[config.mk]
export PLATFORM = sky130hd
export DESIGN_NAME = pwm_gen_flat
export DESIGN_NICKNAME = d
export VERILOG_FILES = /design/src/rtl/pwm_pkg.sv /design/src/rtl/pwm_if.sv /design/src/rtl/pwm_shadow.sv /design/src/rtl/pwm_gen.sv /design/src/flat_wrapper.sv
export SDC_FILE = /design/constraint.sdc
export NUM_CORES = 1
export LEC_CHECK = 0
export ABC_CLOCK_PERIOD_IN_PS = 5000
export CELL_PAD_IN_SITES_DETAIL_PLACEMENT = 0
export CELL_PAD_IN_SITES_GLOBAL_PLACEMENT = 1
export CORE_AREA = 2 2 121 123
export CTS_CLUSTER_DIAMETER = 60
export DETAILED_ROUTE_END_ITERATION = 12
export DIE_AREA = 0 0 123 125
export PLACE_DENSITY_LB_ADDON = 0.25
export SKIP_LAST_GASP = 1
export SYNTH_ARGS = -nofsm -noshare
export SYNTH_HDL_FRONTEND = slang
export SYNTH_HIERARCHICAL = 1
export SYNTH_SLANG_ARGS = --single-unit
[constraint.sdc]
create_clock -name clk -period 5 [get_ports clk]
set_input_delay 1 -clock clk [delete_from_list [all_inputs] [get_ports clk]]
set_output_delay 1 -clock clk [all_outputs]
set_load 0.05 [all_outputs]
[src/rtl/pwm_pkg.sv]
// pwm_pkg: shared mode constants and FSM state encoding for the PWM / level /
// single-pulse generator.
package pwm_pkg;

    // Configuration modes carried on cfg_mode
    localparam logic [1:0] PWM_MODE_OFF   = 2'd0;
    localparam logic [1:0] PWM_MODE_ON    = 2'd1;
    localparam logic [1:0] PWM_MODE_PWM   = 2'd2;
    localparam logic [1:0] PWM_MODE_PULSE = 2'd3;

    // Generator states: IDLE (output low), HIGH (output high), RUN (periodic PWM),
    // PULSE (single pulse high), DONE (pulse finished, output low)
    typedef enum logic [2:0] {
        ST_IDLE  = 3'd0,
        ST_HIGH  = 3'd1,
        ST_RUN   = 3'd2,
        ST_PULSE = 3'd3,
        ST_DONE  = 3'd4
    } pwm_state_e;

endpackage

[src/rtl/pwm_if.sv]
// pwm_if: configuration handshake plus generator outputs for one PWM channel.
interface pwm_if #(parameter int W = 16);

    logic         cfg_valid;
    logic         cfg_ready;
    logic [1:0]   cfg_mode;
    logic [W-1:0] cfg_period;
    logic [W-1:0] cfg_duty;
    logic         data;
    logic         period_start;
    logic         busy;

    // Controller side: offers configs, observes the generated line
    modport master (
        output cfg_valid, cfg_mode, cfg_period, cfg_duty,
        input  cfg_ready, data, period_start, busy
    );

    // Generator side
    modport slave (
        input  cfg_valid, cfg_mode, cfg_period, cfg_duty,
        output cfg_ready, data, period_start, busy
    );

endinterface

[src/rtl/pwm_shadow.sv]
// pwm_shadow: one-deep holding register for a config accepted while the
// generator is mid-period or mid-pulse. Emptied by the take strobe.
module pwm_shadow
    import pwm_pkg::*;
#(
    parameter int W = 16
) (
    input  logic         clk,
    input  logic         rst,
    input  logic         i_valid,
    output logic         o_ready,
    input  logic         i_take,
    input  logic [1:0]   i_mode,
    input  logic [W-1:0] i_period,
    input  logic [W-1:0] i_duty,
    output logic         o_pend_valid,
    output logic [1:0]   o_pend_mode,
    output logic [W-1:0] o_pend_period,
    output logic [W-1:0] o_pend_duty
);

    logic         r_valid;
    logic [1:0]   r_mode;
    logic [W-1:0] r_period;
    logic [W-1:0] r_duty;

    // Load when empty, clear when the generator consumes the entry; the two can
    // never coincide because take only happens while the entry is full.
    always_ff @(posedge clk) begin
        if (rst) begin
            r_valid  <= 1'b0;
            r_mode   <= PWM_MODE_OFF;
            r_period <= '0;
            r_duty   <= '0;
        end else if (i_valid && !r_valid) begin
            r_valid  <= 1'b1;
            r_mode   <= i_mode;
            r_period <= i_period;
            r_duty   <= i_duty;
        end else if (i_take) begin
            r_valid  <= 1'b0;
        end
    end

    assign o_ready       = !r_valid;
    assign o_pend_valid  = r_valid;
    assign o_pend_mode   = r_mode;
    assign o_pend_period = r_period;
    assign o_pend_duty   = r_duty;

endmodule

[src/rtl/pwm_gen.sv]
// pwm_gen: PWM / constant level / single-pulse generator. New configs apply
// immediately from a static state, or at the next period/pulse boundary while
// running, so the output never glitches mid-period.
module pwm_gen
    import pwm_pkg::*;
#(
    parameter int W = 16
) (
    input  logic clk,
    input  logic rst,
    pwm_if.slave bus
);

    localparam logic [W-1:0] ONE = {{(W-1){1'b0}}, 1'b1};

    pwm_state_e   r_state;
    logic [W-1:0] r_cnt;
    logic [W-1:0] r_period;
    logic [W-1:0] r_duty;
    logic         r_data;
    logic         r_period_start;
    logic         r_busy;

    logic         w_shadow_ready;
    logic         w_pend_valid;
    logic [1:0]   w_pend_mode;
    logic [W-1:0] w_pend_period;
    logic [W-1:0] w_pend_duty;

    logic         w_accept;
    logic         w_static;
    logic         w_run_bnd;
    logic         w_pulse_bnd;
    logic         w_boundary;
    logic         w_take;
    logic         w_direct;
    logic         w_load;
    logic         w_apply;
    logic [1:0]   w_app_mode;
    logic [W-1:0] w_app_period;
    logic [W-1:0] w_app_duty;
    logic [W-1:0] w_cnt_inc;

    assign w_accept    = bus.cfg_valid && w_shadow_ready;
    assign w_static    = (r_state == ST_IDLE) || (r_state == ST_HIGH) || (r_state == ST_DONE);
    // Last cycle of a PWM period / last high cycle of a pulse
    assign w_run_bnd   = (r_state == ST_RUN)   && (r_cnt == r_period - ONE);
    assign w_pulse_bnd = (r_state == ST_PULSE) && (r_cnt == r_duty - ONE);
    assign w_boundary  = w_run_bnd || w_pulse_bnd;
    // A pending entry always wins at a boundary; an accept can only happen when
    // the shadow is empty, so a boundary accept bypasses the shadow.
    assign w_take      = w_boundary && w_pend_valid;
    assign w_direct    = w_accept && (w_static || w_boundary);
    assign w_load      = w_accept && !w_direct;
    assign w_apply     = w_take || w_direct;

    assign w_app_mode   = w_take ? w_pend_mode   : bus.cfg_mode;
    assign w_app_period = w_take ? w_pend_period : bus.cfg_period;
    assign w_app_duty   = w_take ? w_pend_duty   : bus.cfg_duty;
    assign w_cnt_inc    = r_cnt + ONE;

    pwm_shadow #(.W(W)) u_shadow (
        .clk           (clk),
        .rst           (rst),
        .i_valid       (w_load),
        .o_ready       (w_shadow_ready),
        .i_take        (w_take),
        .i_mode        (bus.cfg_mode),
        .i_period      (bus.cfg_period),
        .i_duty        (bus.cfg_duty),
        .o_pend_valid  (w_pend_valid),
        .o_pend_mode   (w_pend_mode),
        .o_pend_period (w_pend_period),
        .o_pend_duty   (w_pend_duty)
    );

    // Generator FSM: applies configs, advances the counter, registers all outputs
    always_ff @(posedge clk) begin
        if (rst) begin
            r_state        <= ST_IDLE;
            r_cnt          <= '0;
            r_period       <= '0;
            r_duty         <= '0;
            r_data         <= 1'b0;
            r_period_start <= 1'b0;
            r_busy         <= 1'b0;
        end else if (w_apply) begin
            r_cnt          <= '0;
            r_period       <= w_app_period;
            r_duty         <= w_app_duty;
            r_period_start <= 1'b0;
            r_busy         <= 1'b0;
            case (w_app_mode)
                PWM_MODE_OFF: begin
                    r_state <= ST_IDLE;
                    r_data  <= 1'b0;
                end
                PWM_MODE_ON: begin
                    r_state <= ST_HIGH;
                    r_data  <= 1'b1;
                end
                PWM_MODE_PWM: begin
                    // A zero period has nothing to count over: park low
                    if (w_app_period == '0) begin
                        r_state <= ST_IDLE;
                        r_data  <= 1'b0;
                    end else begin
                        r_state        <= ST_RUN;
                        r_data         <= (w_app_duty != '0);
                        r_period_start <= 1'b1;
                        r_busy         <= 1'b1;
                    end
                end
                default: begin
                    // Zero-width pulse finishes before it starts
                    if (w_app_duty == '0) begin
                        r_state <= ST_DONE;
                        r_data  <= 1'b0;
                    end else begin
                        r_state <= ST_PULSE;
                        r_data  <= 1'b1;
                        r_busy  <= 1'b1;
                    end
                end
            endcase
        end else begin
            case (r_state)
                ST_RUN: begin
                    if (w_run_bnd) begin
                        r_cnt          <= '0;
                        r_data         <= (r_duty != '0);
                        r_period_start <= 1'b1;
                    end else begin
                        r_cnt          <= w_cnt_inc;
                        r_data         <= (w_cnt_inc < r_duty);
                        r_period_start <= 1'b0;
                    end
                end
                ST_PULSE: begin
                    if (w_pulse_bnd) begin
                        r_state <= ST_DONE;
                        r_cnt   <= '0;
                        r_data  <= 1'b0;
                        r_busy  <= 1'b0;
                    end else begin
                        r_cnt   <= w_cnt_inc;
                    end
                end
                default: begin
                    r_period_start <= 1'b0;
                end
            endcase
        end
    end

    assign bus.cfg_ready    = w_shadow_ready;
    assign bus.data         = r_data;
    assign bus.period_start = r_period_start;
    assign bus.busy         = r_busy;

endmodule

[src/flat_wrapper.sv]
// flat-port wrapper written by rule: the top's interface ports become plain ports
module pwm_gen_flat import pwm_pkg::*;
#(
    parameter int W = 16
)
  (clk, rst, bus_cfg_valid, bus_cfg_mode, bus_cfg_period, bus_cfg_duty, bus_cfg_ready, bus_data, bus_period_start, bus_busy);
  pwm_if #(.W(W)) bus_i ();
  input  logic clk;
  input  logic rst;
  input wire logic [$bits(bus_i.cfg_valid)-1:0] bus_cfg_valid;
  input wire logic [$bits(bus_i.cfg_mode)-1:0] bus_cfg_mode;
  input wire logic [$bits(bus_i.cfg_period)-1:0] bus_cfg_period;
  input wire logic [$bits(bus_i.cfg_duty)-1:0] bus_cfg_duty;
  output wire logic [$bits(bus_i.cfg_ready)-1:0] bus_cfg_ready;
  output wire logic [$bits(bus_i.data)-1:0] bus_data;
  output wire logic [$bits(bus_i.period_start)-1:0] bus_period_start;
  output wire logic [$bits(bus_i.busy)-1:0] bus_busy;
  assign bus_i.cfg_valid = bus_cfg_valid;
  assign bus_i.cfg_mode = bus_cfg_mode;
  assign bus_i.cfg_period = bus_cfg_period;
  assign bus_i.cfg_duty = bus_cfg_duty;
  assign bus_cfg_ready = bus_i.cfg_ready;
  assign bus_data = bus_i.data;
  assign bus_period_start = bus_i.period_start;
  assign bus_busy = bus_i.busy;
  pwm_gen #(.W(W)) u_core (.clk(clk), .rst(rst), .bus(bus_i));
endmodule
==> impl_metrics.yaml <==
timing:
  hold_violations: 0
  clock.fmax_ghz: 0.226
  fin_setup_tns_ps: 0
  final-max-slew-violation-count: 0
  period_share_pct: 88.7
  finalSetupViolCount: 0
  maxSlewHeadroom_pct: 25.1
  finClkSkew_ps: 10.9
  rsz0062_at_grt: "no"
  worst_pin_slew_ps: 1120
  hold_ws_ps: 499
  period_needed_ps: 4430
yosys:
  synth_top_cells_by_area: "dfxtp_1 (28%), nand4bb_1 (6.1%), nand2_1 (4.9%), a311oi_1 (4.6%), o21ai_2 (4.3%)"
  synth_cell_type_count: 74
  async_flop_share_pct: 0
  yosysSeqAreaShare_pct: 28.0
  avgSynthCellArea_um2: 8.27
  ys_seq_elements: 88
  synth_top_area_share_pct: 28.0
  synthCells: 762
  syn-num-nets: 818
  synth_largest_area_cell: "dfxtp_1"
  syn-cell-area_um2: 6300
  synthFlopType: "dfxtp_1"
  ys_warn_count: 6
  synth_edf_count: 0
drt:
  vias_per_cell: 6.03
  drt_iter0_markers: 474
  wl_um: 17500
  antenna_left: 0
  drtPass1Iterations: 6
  drc: 0
  num_vias: 5726
  wl_per_cell_um: 18.4
cts:
  htree_levels: 3
  post_cts_resized: 0
  cts_hold_buf: 0
  clk_pin_slew_worst_paths_ps: 70
  ctsLongestPathBuffers: 2
  post-cts-setup-buffer-count: 0
  cts_tree: "yes"
  cts_sinks: 88
  cts_buffers: 9
  root_buffer: "clkbuf_16"
  clkLatencyLatePin_ps: 350
cells_and_area:
  multiInputGateArea_um2: 4130
  drive_gt1_share_pct: 10.1
  utilization_pct: 49.1
  num_antenna_cells: 0
  fillers: 1391
  syn2layout_area_growth_pct: 10.7
  regArea_um2: 1760
  layout_common_cells: "dfxtp_1 (88), nand2_1 (83), nor2_1 (63), clkdlybuf4s50_1 (39), nand2b_1 (39)"
  final_common_cell: "dfxtp_1"
  final_cells: 950
  layout.nets: 817
global_routing:
  grt_pass1_wl_um: 28000
  grt-ovfl-total: 0
  grt_max_degree: 62
  antenna_found_initial: 0
  grt_pass1_vias: 5422
  grt_usage_pct: 22.9
critical_path:
  critPathMaxFanout: 37
  cp-start-kind: "flop"
  cp.arrival_ps: 4710
  cp-end-kind: "flop"
  crit_type: "flop to flop"
  crit_required_ps: 5280
placement:
  port_buffers: 40
  place_inst: 934
  dp_hpwl_um: 12800
  gp_congestion: 0.906
pwr:
  p_int_mw: 1.31
  switching_share_pct: 31.4
  power_frac_comb_pct: 22.0
  cellPowerDensity_nw_per_um2: 274
  power_frac_seq_pct: 41.2
  irDropWorstVdd_uv: 141
  p_clk_share_pct: 36.8
  p_leak_nw: 2.54
  p_sw_uw: 599
floorplanning:
  ioPinCount: 41
  die_area_um2: 15400
  die_h_um: 125
  coreArea_um2: 14200
  fp-row-count: 44
  die_x_um: 123
  start_util_pct: 44.3
outcome:
  outcome: "finished clean"
job:
  maxCapViolations: 0
min_path:
  hp-class: "flop to flop"
==> power groups by stage <==
stage | logic (mW) | clock network, mW | registers, mW
after detailed placement | 0.415 | 0 | 0.802
after global routing | 0.461 | 0.744 | 0.792
after floorplan | 0.309 | 0 | 0.785
final | 0.420 | 0.704 | 0.787
after global placement | 0.409 | 0 | 0.801
after CTS | 0.417 | 0.720 | 0.786
==> metrics by stage <==
stage                     area [um2]  worst slack, ps  power, mW
after floorplan                 6300             1900       1.09
after global placement          6670              844       1.21
after detailed placement        6670              810       1.22
after CTS                       6980              770       1.92
after global routing            6980              382       2.00
final                           6980              566       1.91
==> layer usage <==
layer,wire (um),track usage (%)
met1,8440,32.4
met3,927,3.74
met4,243,7.29
met5,0,0
met2,7860,35.4
==> worst max-delay path: stages (launching register included) <==
cell and delay, ps:
dfxtp_1 380, inv_1 90, ha_1 200, nor4b_1 560, nand3_1 190, xnor2_1 320, nand4_1 150, a2111oi_1 830
a32oi_2 280, nand2b_2 590, or4b_1 660, o21ai_0 100
==> kinds of logic (layout without fill, tap and decap cells) <==
group	count (synthesis)	count (layout)	synth area share, %
xor+xnor	50	50	7.41
mux	2	2	0.338
simple gates	346	346	32.7
buf+inv	84	88	6.52
compound gates	173	173	21.3
fa+ha+maj	19	19	3.77
flops	88	88	28.0
==> synthesized netlist by cell type (all sizes together) (3+ instances only) <==
cell type	n
and4	8
nand2	83
nand4	5
xnor2	23
ha	19
nor2	63
a21oi	20
o31a	4
o211ai	6
a22oi	10
nand3b	5
nor2b	4
xor2	25
nand2b	40
a211oi	8
a2111oi	5
a21o	6
and3	13
nor4	26
nor3	14
nand4b	5
a31oi	7
a311oi	33
nor3b	5
inv	24
and2	6
dfxtp	88
or3	8
or2	3
o2111ai	4
o21ai	51
nand4bb	34
nand3	14
clkbuf	36
o21a	4
buf	24
==> sequential cells by signal, summed over array words and instances (netlist names) <==
name,cells
u_core/bus.data,1
u_core/u_shadow/o_pend_duty,16
u_core/r_period,16
u_core/r_state,3
u_core/r_cnt,16
u_core/u_shadow/o_pend_period,16
u_core/r_duty,16
u_core/u_shadow/o_pend_valid,1
u_core/bus.period_start,1
u_core/u_shadow/o_pend_mode,2
==> cell type report <==
class	count	share of cell area, %
Clock inverter	6	1.08
Tap cell	184	3.30
Inverter	24	1.29
Multi-Input combinational cell	590	59.3
Timing Repair Buffer	48	6.53
Clock buffer	10	3.28
Sequential cell	88	25.3
==> worst paths after layout <==
check | slack (ps) | start | depth (start not counted) | end
worst min register to register | 500 | u_core/u_shadow/o_pend_period[12] | 2 | u_core/u_shadow/o_pend_period[12]
worst max-delay path | 570 | u_core/r_duty[0] | 11 | u_core/bus.data
worst max register to register | 570 | u_core/r_duty[0] | 11 | u_core/bus.data
worst min-delay path | 500 | u_core/u_shadow/o_pend_period[12] | 2 | u_core/u_shadow/o_pend_period[12]
(Power assumes the default switching activity.)
